File: src/rtl/osc_tick_pkg.sv
// -----------------------------------------------------------------------------
// osc_tick_pkg
// Shared types and helpers for the oscillator tick generator.
//   osc_state_e   : main FSM state encoding (SETTLE, RUN, RELOAD)
//   TICK_CNT_W    : width of the optional tick counter (OSC_TICK_GEN_CNT_EN)
//   settle_cnt_w(): bits needed to count 0 .. STARTUP_CYCLES-1
// -----------------------------------------------------------------------------
package osc_tick_pkg;

    typedef enum logic [1:0] {
        SETTLE = 2'd0,
        RUN    = 2'd1,
        RELOAD = 2'd2
    } osc_state_e;

    localparam int TICK_CNT_W = 32;

    // A window of one cycle still needs a 1-bit counter.
    function automatic int settle_cnt_w(input int cycles);
        return (cycles > 1) ? $clog2(cycles) : 1;
    endfunction

endpackage

File: src/rtl/osc_tick_gen_if.sv
// -----------------------------------------------------------------------------
// osc_tick_gen_if
// Divide-ratio reload handshake between a requester (master) and the tick
// generator (slave).
//   div_val : requested divide ratio N          (master -> slave)
//   div_req : load request, held until div_ack  (master -> slave)
//   div_ack : one-cycle acknowledge             (slave -> master)
//   div_err : with div_ack, 1 = rejected (N==0) (slave -> master)
// -----------------------------------------------------------------------------
interface osc_tick_gen_if #(
    parameter int DIV_W = 16
);
    logic [DIV_W-1:0] div_val;
    logic             div_req;
    logic             div_ack;
    logic             div_err;

    modport master (output div_val, output div_req, input div_ack, input div_err);
    modport slave  (input div_val, input div_req, output div_ack, output div_err);
endinterface

File: src/rtl/osc_div_handshake.sv
// -----------------------------------------------------------------------------
// osc_div_handshake
// Accepts divide-ratio requests, acknowledges them for one cycle, rejects a
// zero ratio and holds the ratio currently in force.
//   clk, rst_n   : clock / async active-low reset
//   div_val_i    : requested ratio
//   div_req_i    : request (sampled while ack is low)
//   accept_en_i  : requests may be accepted this cycle
//   div_ack_o    : one-cycle acknowledge
//   div_err_o    : rejection flag, meaningful with div_ack_o
//   cur_div_o    : ratio in force
//   load_o       : combinational strobe, high on the edge a nonzero ratio loads
// -----------------------------------------------------------------------------
module osc_div_handshake #(
    parameter int DIV_W       = 16,
    parameter int DEFAULT_DIV = 1000
) (
    input  logic             clk,
    input  logic             rst_n,
    input  logic [DIV_W-1:0] div_val_i,
    input  logic             div_req_i,
    input  logic             accept_en_i,
    output logic             div_ack_o,
    output logic             div_err_o,
    output logic [DIV_W-1:0] cur_div_o,
    output logic             load_o
);

    logic             div_ack_q;
    logic             div_err_q;
    logic [DIV_W-1:0] cur_div_q;
    logic [DIV_W-1:0] cur_div_d;
    logic             accept;
    logic             val_ok;

    // A request still high in the ack cycle is ignored; one cycle later it is new.
    assign accept    = div_req_i && !div_ack_q && accept_en_i;
    assign val_ok    = (div_val_i != '0);
    assign load_o    = accept && val_ok;
    assign cur_div_d = load_o ? div_val_i : cur_div_q;

    always_ff @(posedge clk or negedge rst_n) begin
        if (!rst_n) begin
            div_ack_q <= 1'b0;
            div_err_q <= 1'b0;
            cur_div_q <= DIV_W'(DEFAULT_DIV);
        end else begin
            div_ack_q <= accept;
            div_err_q <= accept && !val_ok;
            cur_div_q <= cur_div_d;
        end
    end

    assign div_ack_o = div_ack_q;
    assign div_err_o = div_err_q;
    assign cur_div_o = cur_div_q;

endmodule

File: src/rtl/osc_tick_gen.sv
// -----------------------------------------------------------------------------
// osc_tick_gen
// Consumer of the on-chip oscillator clock: waits out a settling window after
// reset, then emits a one-cycle tick every cur_div cycles. The ratio can be
// reloaded at run time through the div_if handshake.
//   clk, rst_n : oscillator clock / async active-low reset
//   div_if     : reload handshake (slave side)
//   ready      : settling complete, ticks running
//   tick       : one-cycle pulse every cur_div cycles while ready
//   cur_div    : ratio in force
//   tick_cnt   : count of tick cycles, present only with OSC_TICK_GEN_CNT_EN
//
// state  | meaning
// SETTLE | oscillator settling, no ticks, reloads update cur_div only
// RUN    | period counter running, tick after count == cur_div-1
// RELOAD | one cycle after a nonzero reload: counter cleared, tick low
// -----------------------------------------------------------------------------
module osc_tick_gen
    import osc_tick_pkg::*;
#(
    parameter int STARTUP_CYCLES = 1024,
    parameter int DIV_W          = 16,
    parameter int DEFAULT_DIV    = 1000
) (
    input  logic                  clk,
    input  logic                  rst_n,
    osc_tick_gen_if.slave         div_if,
    output logic                  ready,
    output logic                  tick,
    output logic [DIV_W-1:0]      cur_div
`ifdef OSC_TICK_GEN_CNT_EN
    ,
    output logic [TICK_CNT_W-1:0] tick_cnt
`endif
);

    localparam int                  SETTLE_W    = settle_cnt_w(STARTUP_CYCLES);
    localparam logic [SETTLE_W-1:0] SETTLE_LAST = SETTLE_W'(STARTUP_CYCLES - 1);

    osc_state_e          state_q;
    logic [SETTLE_W-1:0] settle_q;
    logic [DIV_W-1:0]    pcnt_q;
    logic                ready_q;
    logic                tick_q;
    logic [DIV_W-1:0]    cur_div_w;
    logic [DIV_W-1:0]    last_cnt;
    logic                load;
    logic                period_end;

    osc_div_handshake #(
        .DIV_W       (DIV_W),
        .DEFAULT_DIV (DEFAULT_DIV)
    ) u_hs (
        .clk         (clk),
        .rst_n       (rst_n),
        .div_val_i   (div_if.div_val),
        .div_req_i   (div_if.div_req),
        .accept_en_i (state_q != RELOAD),
        .div_ack_o   (div_if.div_ack),
        .div_err_o   (div_if.div_err),
        .cur_div_o   (cur_div_w),
        .load_o      (load)
    );

    // cur_div >= 1 always, so this never underflows.
    assign last_cnt   = cur_div_w - DIV_W'(1);
    assign period_end = (pcnt_q == last_cnt);

    always_ff @(posedge clk or negedge rst_n) begin
        if (!rst_n) begin
            state_q  <= SETTLE;
            settle_q <= '0;
            pcnt_q   <= '0;
            ready_q  <= 1'b0;
            tick_q   <= 1'b0;
        end else begin
            unique case (state_q)
                SETTLE: begin
                    tick_q <= 1'b0;
                    pcnt_q <= '0;
                    if (settle_q == SETTLE_LAST) begin
                        state_q <= RUN;
                        ready_q <= 1'b1;
                    end else begin
                        settle_q <= settle_q + SETTLE_W'(1);
                    end
                end
                RUN: begin
                    // A tick due on the acceptance edge is still issued; RELOAD follows.
                    tick_q <= period_end;
                    pcnt_q <= period_end ? '0 : pcnt_q + DIV_W'(1);
                    if (load) begin
                        state_q <= RELOAD;
                    end
                end
                RELOAD: begin
                    tick_q  <= 1'b0;
                    pcnt_q  <= '0;
                    state_q <= RUN;
                end
                default: begin
                    tick_q  <= 1'b0;
                    pcnt_q  <= '0;
                    state_q <= SETTLE;
                end
            endcase
        end
    end

    assign ready   = ready_q;
    assign tick    = tick_q;
    assign cur_div = cur_div_w;

`ifdef OSC_TICK_GEN_CNT_EN
    logic [TICK_CNT_W-1:0] tick_cnt_q;

    always_ff @(posedge clk or negedge rst_n) begin
        if (!rst_n) begin
            tick_cnt_q <= '0;
        end else if (tick_q) begin
            tick_cnt_q <= tick_cnt_q + TICK_CNT_W'(1);
        end
    end

    assign tick_cnt = tick_cnt_q;
`endif

endmodule

File: src/flat_wrapper.sv
// flat-port wrapper written by rule: the top's interface ports become plain ports
module osc_tick_gen_flat import osc_tick_pkg::*;
#(
    parameter int STARTUP_CYCLES = 1024,
    parameter int DIV_W          = 16,
    parameter int DEFAULT_DIV    = 1000
)
  (clk, rst_n, ready, tick, cur_div, div_if_div_val, div_if_div_req, div_if_div_ack, div_if_div_err);
  osc_tick_gen_if #(.DIV_W(DIV_W)) div_if_i ();
  input  logic clk;
  input  logic rst_n;
  output logic ready;
  output logic tick;
  output logic [DIV_W-1:0] cur_div;
  input wire logic [$bits(div_if_i.div_val)-1:0] div_if_div_val;
  input wire logic [$bits(div_if_i.div_req)-1:0] div_if_div_req;
  output wire logic [$bits(div_if_i.div_ack)-1:0] div_if_div_ack;
  output wire logic [$bits(div_if_i.div_err)-1:0] div_if_div_err;
  assign div_if_i.div_val = div_if_div_val;
  assign div_if_i.div_req = div_if_div_req;
  assign div_if_div_ack = div_if_i.div_ack;
  assign div_if_div_err = div_if_i.div_err;
  osc_tick_gen #(.STARTUP_CYCLES(STARTUP_CYCLES), .DIV_W(DIV_W), .DEFAULT_DIV(DEFAULT_DIV)) u_core (.clk(clk), .rst_n(rst_n), .div_if(div_if_i), .ready(ready), .tick(tick), .cur_div(cur_div));
endmodule
File: config.mk
export PLATFORM = sky130hd
export DESIGN_NAME = osc_tick_gen_flat
export DESIGN_NICKNAME = d
export VERILOG_FILES = /design/src/rtl/osc_tick_pkg.sv /design/src/rtl/osc_tick_gen_if.sv /design/src/rtl/osc_div_handshake.sv /design/src/rtl/osc_tick_gen.sv /design/src/flat_wrapper.sv
export SDC_FILE = /design/constraint.sdc
export NUM_CORES = 1
export LEC_CHECK = 0
export ABC_AREA = 1
export CAP_MARGIN = 20
export CORE_MARGIN = 3
export CORE_UTILIZATION = 40
export CTS_CLUSTER_SIZE = 40
export DETAILED_ROUTE_END_ITERATION = 12
export DONT_BUFFER_PORTS = 1
export MAX_ROUTING_LAYER = met4
export SLEW_MARGIN = 20
export SYNTH_ARGS = -nofsm -noshare
export SYNTH_HDL_FRONTEND = slang
export SYNTH_HIERARCHICAL = 1
export SYNTH_SLANG_ARGS = --single-unit
File: constraint.sdc
create_clock -name clk -period 3.13 [get_ports clk]
set_clock_uncertainty 0.15 [all_clocks]
set_input_delay 0.313 -clock clk [delete_from_list [all_inputs] [get_ports clk]]
set_output_delay 0.313 -clock clk [all_outputs]
set_load 0.01 [all_outputs]
==> flow_metrics.env <==
export IMPL_muxShareOfSynthArea_pct=0
export IMPL_clockRootBuffer="clkbuf_8"
export IMPL_yosysTopAreaCellShare_pct=33.7
export IMPL_io_pins=39
export IMPL_p_comb_share_pct=36.6
export IMPL_place_gp_congestion=0.872
export IMPL_overflow=0
export IMPL_grt_pass1_wl_um=12100
export IMPL_wl_per_cell_um=12.7
export IMPL_grt_start_max_net_pins=49
export IMPL_clkLatencyLatePin_ps=300
export IMPL_start_util_pct=42.0
export IMPL_viasPerCell=4.82
export IMPL_synth_top_cell_by_area="dfrtp_1"
export IMPL_rsz0062_at_grt="no"
export IMPL_powerDensity_mw_per_mm2=702
export IMPL_synth_nets=452
export IMPL_drc=0
export IMPL_cts_made_buffers=5
export IMPL_synthSimpleGateAreaFrac_pct=42.6
export IMPL_p_clk_share_pct=21.9
export IMPL_setup_viol=0
export IMPL_fmax_mhz=437
export IMPL_synth_compound_area_share_pct=1.97
export IMPL_crit_path_frequent_cell="nand2_1"
export IMPL_clkTransAtPathRegs_ps=100
export IMPL_worstPathCellList="inv_1, ha_1, nand2_2, nor2_4, nand2_1, nand2_1, nand2_1, nor2_1, nand3_2, nor2_4, nor2_1"
export IMPL_grt_pass1_vias=2503
export IMPL_dieHeight_um=94.2
export IMPL_hold_viol=0
export IMPL_drive_above_1_share_pct=10.1
export IMPL_seqPwrFrac_pct=41.5
export IMPL_netlist_area_sq_mm=0.00311
export IMPL_slowest_delay_ps=470
export IMPL_yosys_warnings=6
export IMPL_n_antenna_cell=0
export IMPL_fp_coreArea_sq_mm=0.00741
export IMPL_port_buffers=0
export IMPL_hold_buffers=13
export IMPL_worst_hold_slack_ps=7.76
export IMPL_synth_common_cells="nand2_1 (141), nor2_1 (56), inv_1 (46)"
export IMPL_post_cts_buffers=0
export IMPL_synth_top_family_by_area="simple AND/OR/NAND/NOR gates"
export IMPL_cts_resized=0
export IMPL_synth_most_common_cell="nand2_1"
export IMPL_area_growth_pct=11.5
export IMPL_swShare_pct=41.1
export IMPL_num_rows=31
export IMPL_worstSetupPathType="register to register"
export IMPL_fill_cells=751
export IMPL_drv_cap=0
export IMPL_worst_slew_pin_slew_ps=486
export IMPL_crit_fanout=10
export IMPL_worst_path_max_delay_cell="dfrtp_1"
export IMPL_peakVddDrop_uv=344
export IMPL_cp_start_kind="register"
export IMPL_fin_crit_sh_pct=73.1
export IMPL_outcome="complete, no violations"
export IMPL_async_reset_ff_share_pct=100
export IMPL_synth_xor_xnor_area_share_pct=7.87
export IMPL_drtAntennaViolNets=0
export IMPL_holdPathStages=2
export IMPL_relSlewSlack_pct=67.5
export IMPL_first_pass_iters=5
export IMPL_nets=467
export IMPL_wirelength_um=6910
export IMPL_postSynthCellCount=430
export IMPL_die_area_sq_mm=0.00888
export IMPL_drtIter0Drc=137
export IMPL_synth_fa_ha_area_share_pct=1.21
export IMPL_hp_class="input port to register"
export IMPL_p_leak_nw=1.69
export IMPL_synth_seq_cells=48
export IMPL_avgSynthCellArea_sq_um=7.24
export IMPL_p_int_mw=1.43
export IMPL_finalSetupTns_ps=0
export IMPL_synth_cell_types=35
export IMPL_num_vias=2627
export IMPL_die_x_um=94.2
export IMPL_rr_worst_depth=11
export IMPL_end_kind="register"
export IMPL_period_minus_slack_ps=2290
export IMPL_switchingPower_mw=1.00
export IMPL_antenna_found_initial=0
export IMPL_synth_edff_count=0
export IMPL_synth_flop_cell="dfrtp_1"
export IMPL_cts_max_level=2
export IMPL_yosys_top_cells_area="dfrtp_1 (34%), nand2_1 (17%), nand3_1 (6.9%), nor2_1 (6.7%), xnor2_1 (5.6%)"
export IMPL_track_usage_pct=17.5
export IMPL_drv_slew=0
export IMPL_cts_tree="built"
export IMPL_arrival_ps=2310
export IMPL_clock_sinks=48
export IMPL_ctsLongestPathBuffers=2
export IMPL_ys_seq_area_share_pct=38.8
export IMPL_cp_required_ps=3150
export IMPL_place_hpwl_um=5280
-- layout make-up --
cell class,count,area (sq um),area share (%)
Tap cell,99,124,3.57
Clock buffer,6,72.6,2.09
Inverter,48,180,5.19
Multi-Input combinational cell,328,1670,48.1
Sequential cell,48,1210,34.8
Timing Repair Buffer,14,155,4.47
Clock inverter,2,60.1,1.73
-- registers in the layout, indices dropped and copies added (netlist names) --
| name | flops |
|---|---|
| u_core/u_hs/cur_div_o | 16 |
| u_core/state_q | 2 |
| u_core/settle_q | 10 |
| u_core/u_hs/div_ack_o | 1 |
| u_core/ready | 1 |
| u_core/pcnt_q | 16 |
| u_core/u_hs/div_err_o | 1 |
| u_core/tick | 1 |
-- layout by cell type (no fill, tap or decap), types with 2 or more instances in the layout --
cell type and count:
ha_1 3, nand3_2 2, o21ai_0 4, or2_2 3, clkbuf_8 5, inv_1 46, nand2_2 7, nand3b_1 7
nand4_1 4, nor4_1 2, dlygate4sd3_1 12, o21bai_1 3, nor2_2 7, bufinv_16 2, nand3_1 43, xor2_1 8
nor2_4 6, nand2_1 141, nor3_1 4, dfstp_2 6, xnor2_1 20, dfrtp_1 42, nor2_1 56
-- logic make-up (layout without fill, tap and decap cells) --
group,after synthesis,after routing
fa+ha+maj,3,3
simple gates,287,287
compound gates,10,10
flops,48,48
xor+xnor,28,28
buf+inv,54,70
-- metal layers --
metal	up-vias	GRT usage, %	wire, um
li1	1371	-	-
met1	1195	24.1	3350
met2	59	27.1	3110
met3	2	3.13	411
met4	0	3.73	38
met5	-	-	0
-- worst paths after layout --
check	start	endpoint	slack [ps]
setup / recovery	u_core/u_hs/cur_div_o[0]	u_core/pcnt_q[3]	840
hold / removal	div_if_div_val[0]	u_core/u_hs/cur_div_o[0]	8
setup reg to reg	u_core/u_hs/cur_div_o[0]	u_core/pcnt_q[3]	840
hold reg to reg	u_core/settle_q[6]	u_core/settle_q[6]	320
max in group asynchronous	rst_n	u_core/u_hs/cur_div_o[7]	2200
min in group asynchronous	rst_n	u_core/u_hs/div_ack_o	360
-- worst max-delay path, delay by kind of cell, from the launching register on --
kind / cells / cell delay, ps
fa+ha+maj: 1 / 270
simple gates: 9 / 1120
buf+inv: 1 / 140
flops: 1 / 470
-- power groups by stage --
| stage | registers, mW | logic, mW | clock network (mW) |
|---|---|---|---|
| floorplan | 0.958 | 0.736 | 0 |
| global placement | 1.02 | 0.842 | 0 |
| global route | 1.04 | 1.02 | 0.573 |
| CTS | 1.01 | 0.891 | 0.547 |
| detailed placement | 1.03 | 0.858 | 0 |
| finish | 1.01 | 0.891 | 0.534 |
-- stage by stage --
stage	util (%)	worst slack, ps	instance area, sq um	power, mW	cells
3_3_place_gp	43.1	919	3190	1.87	524
5_1_grt	46.9	615	3470	2.64	545
4_1_cts	46.9	852	3470	2.45	545
2_1_floorplan	-	1170	3110	1.69	430
6_report	46.9	841	3470	2.44	545
3_5_place_dp	43.1	877	3190	1.88	524
Power figures use the tool's default switching activity.
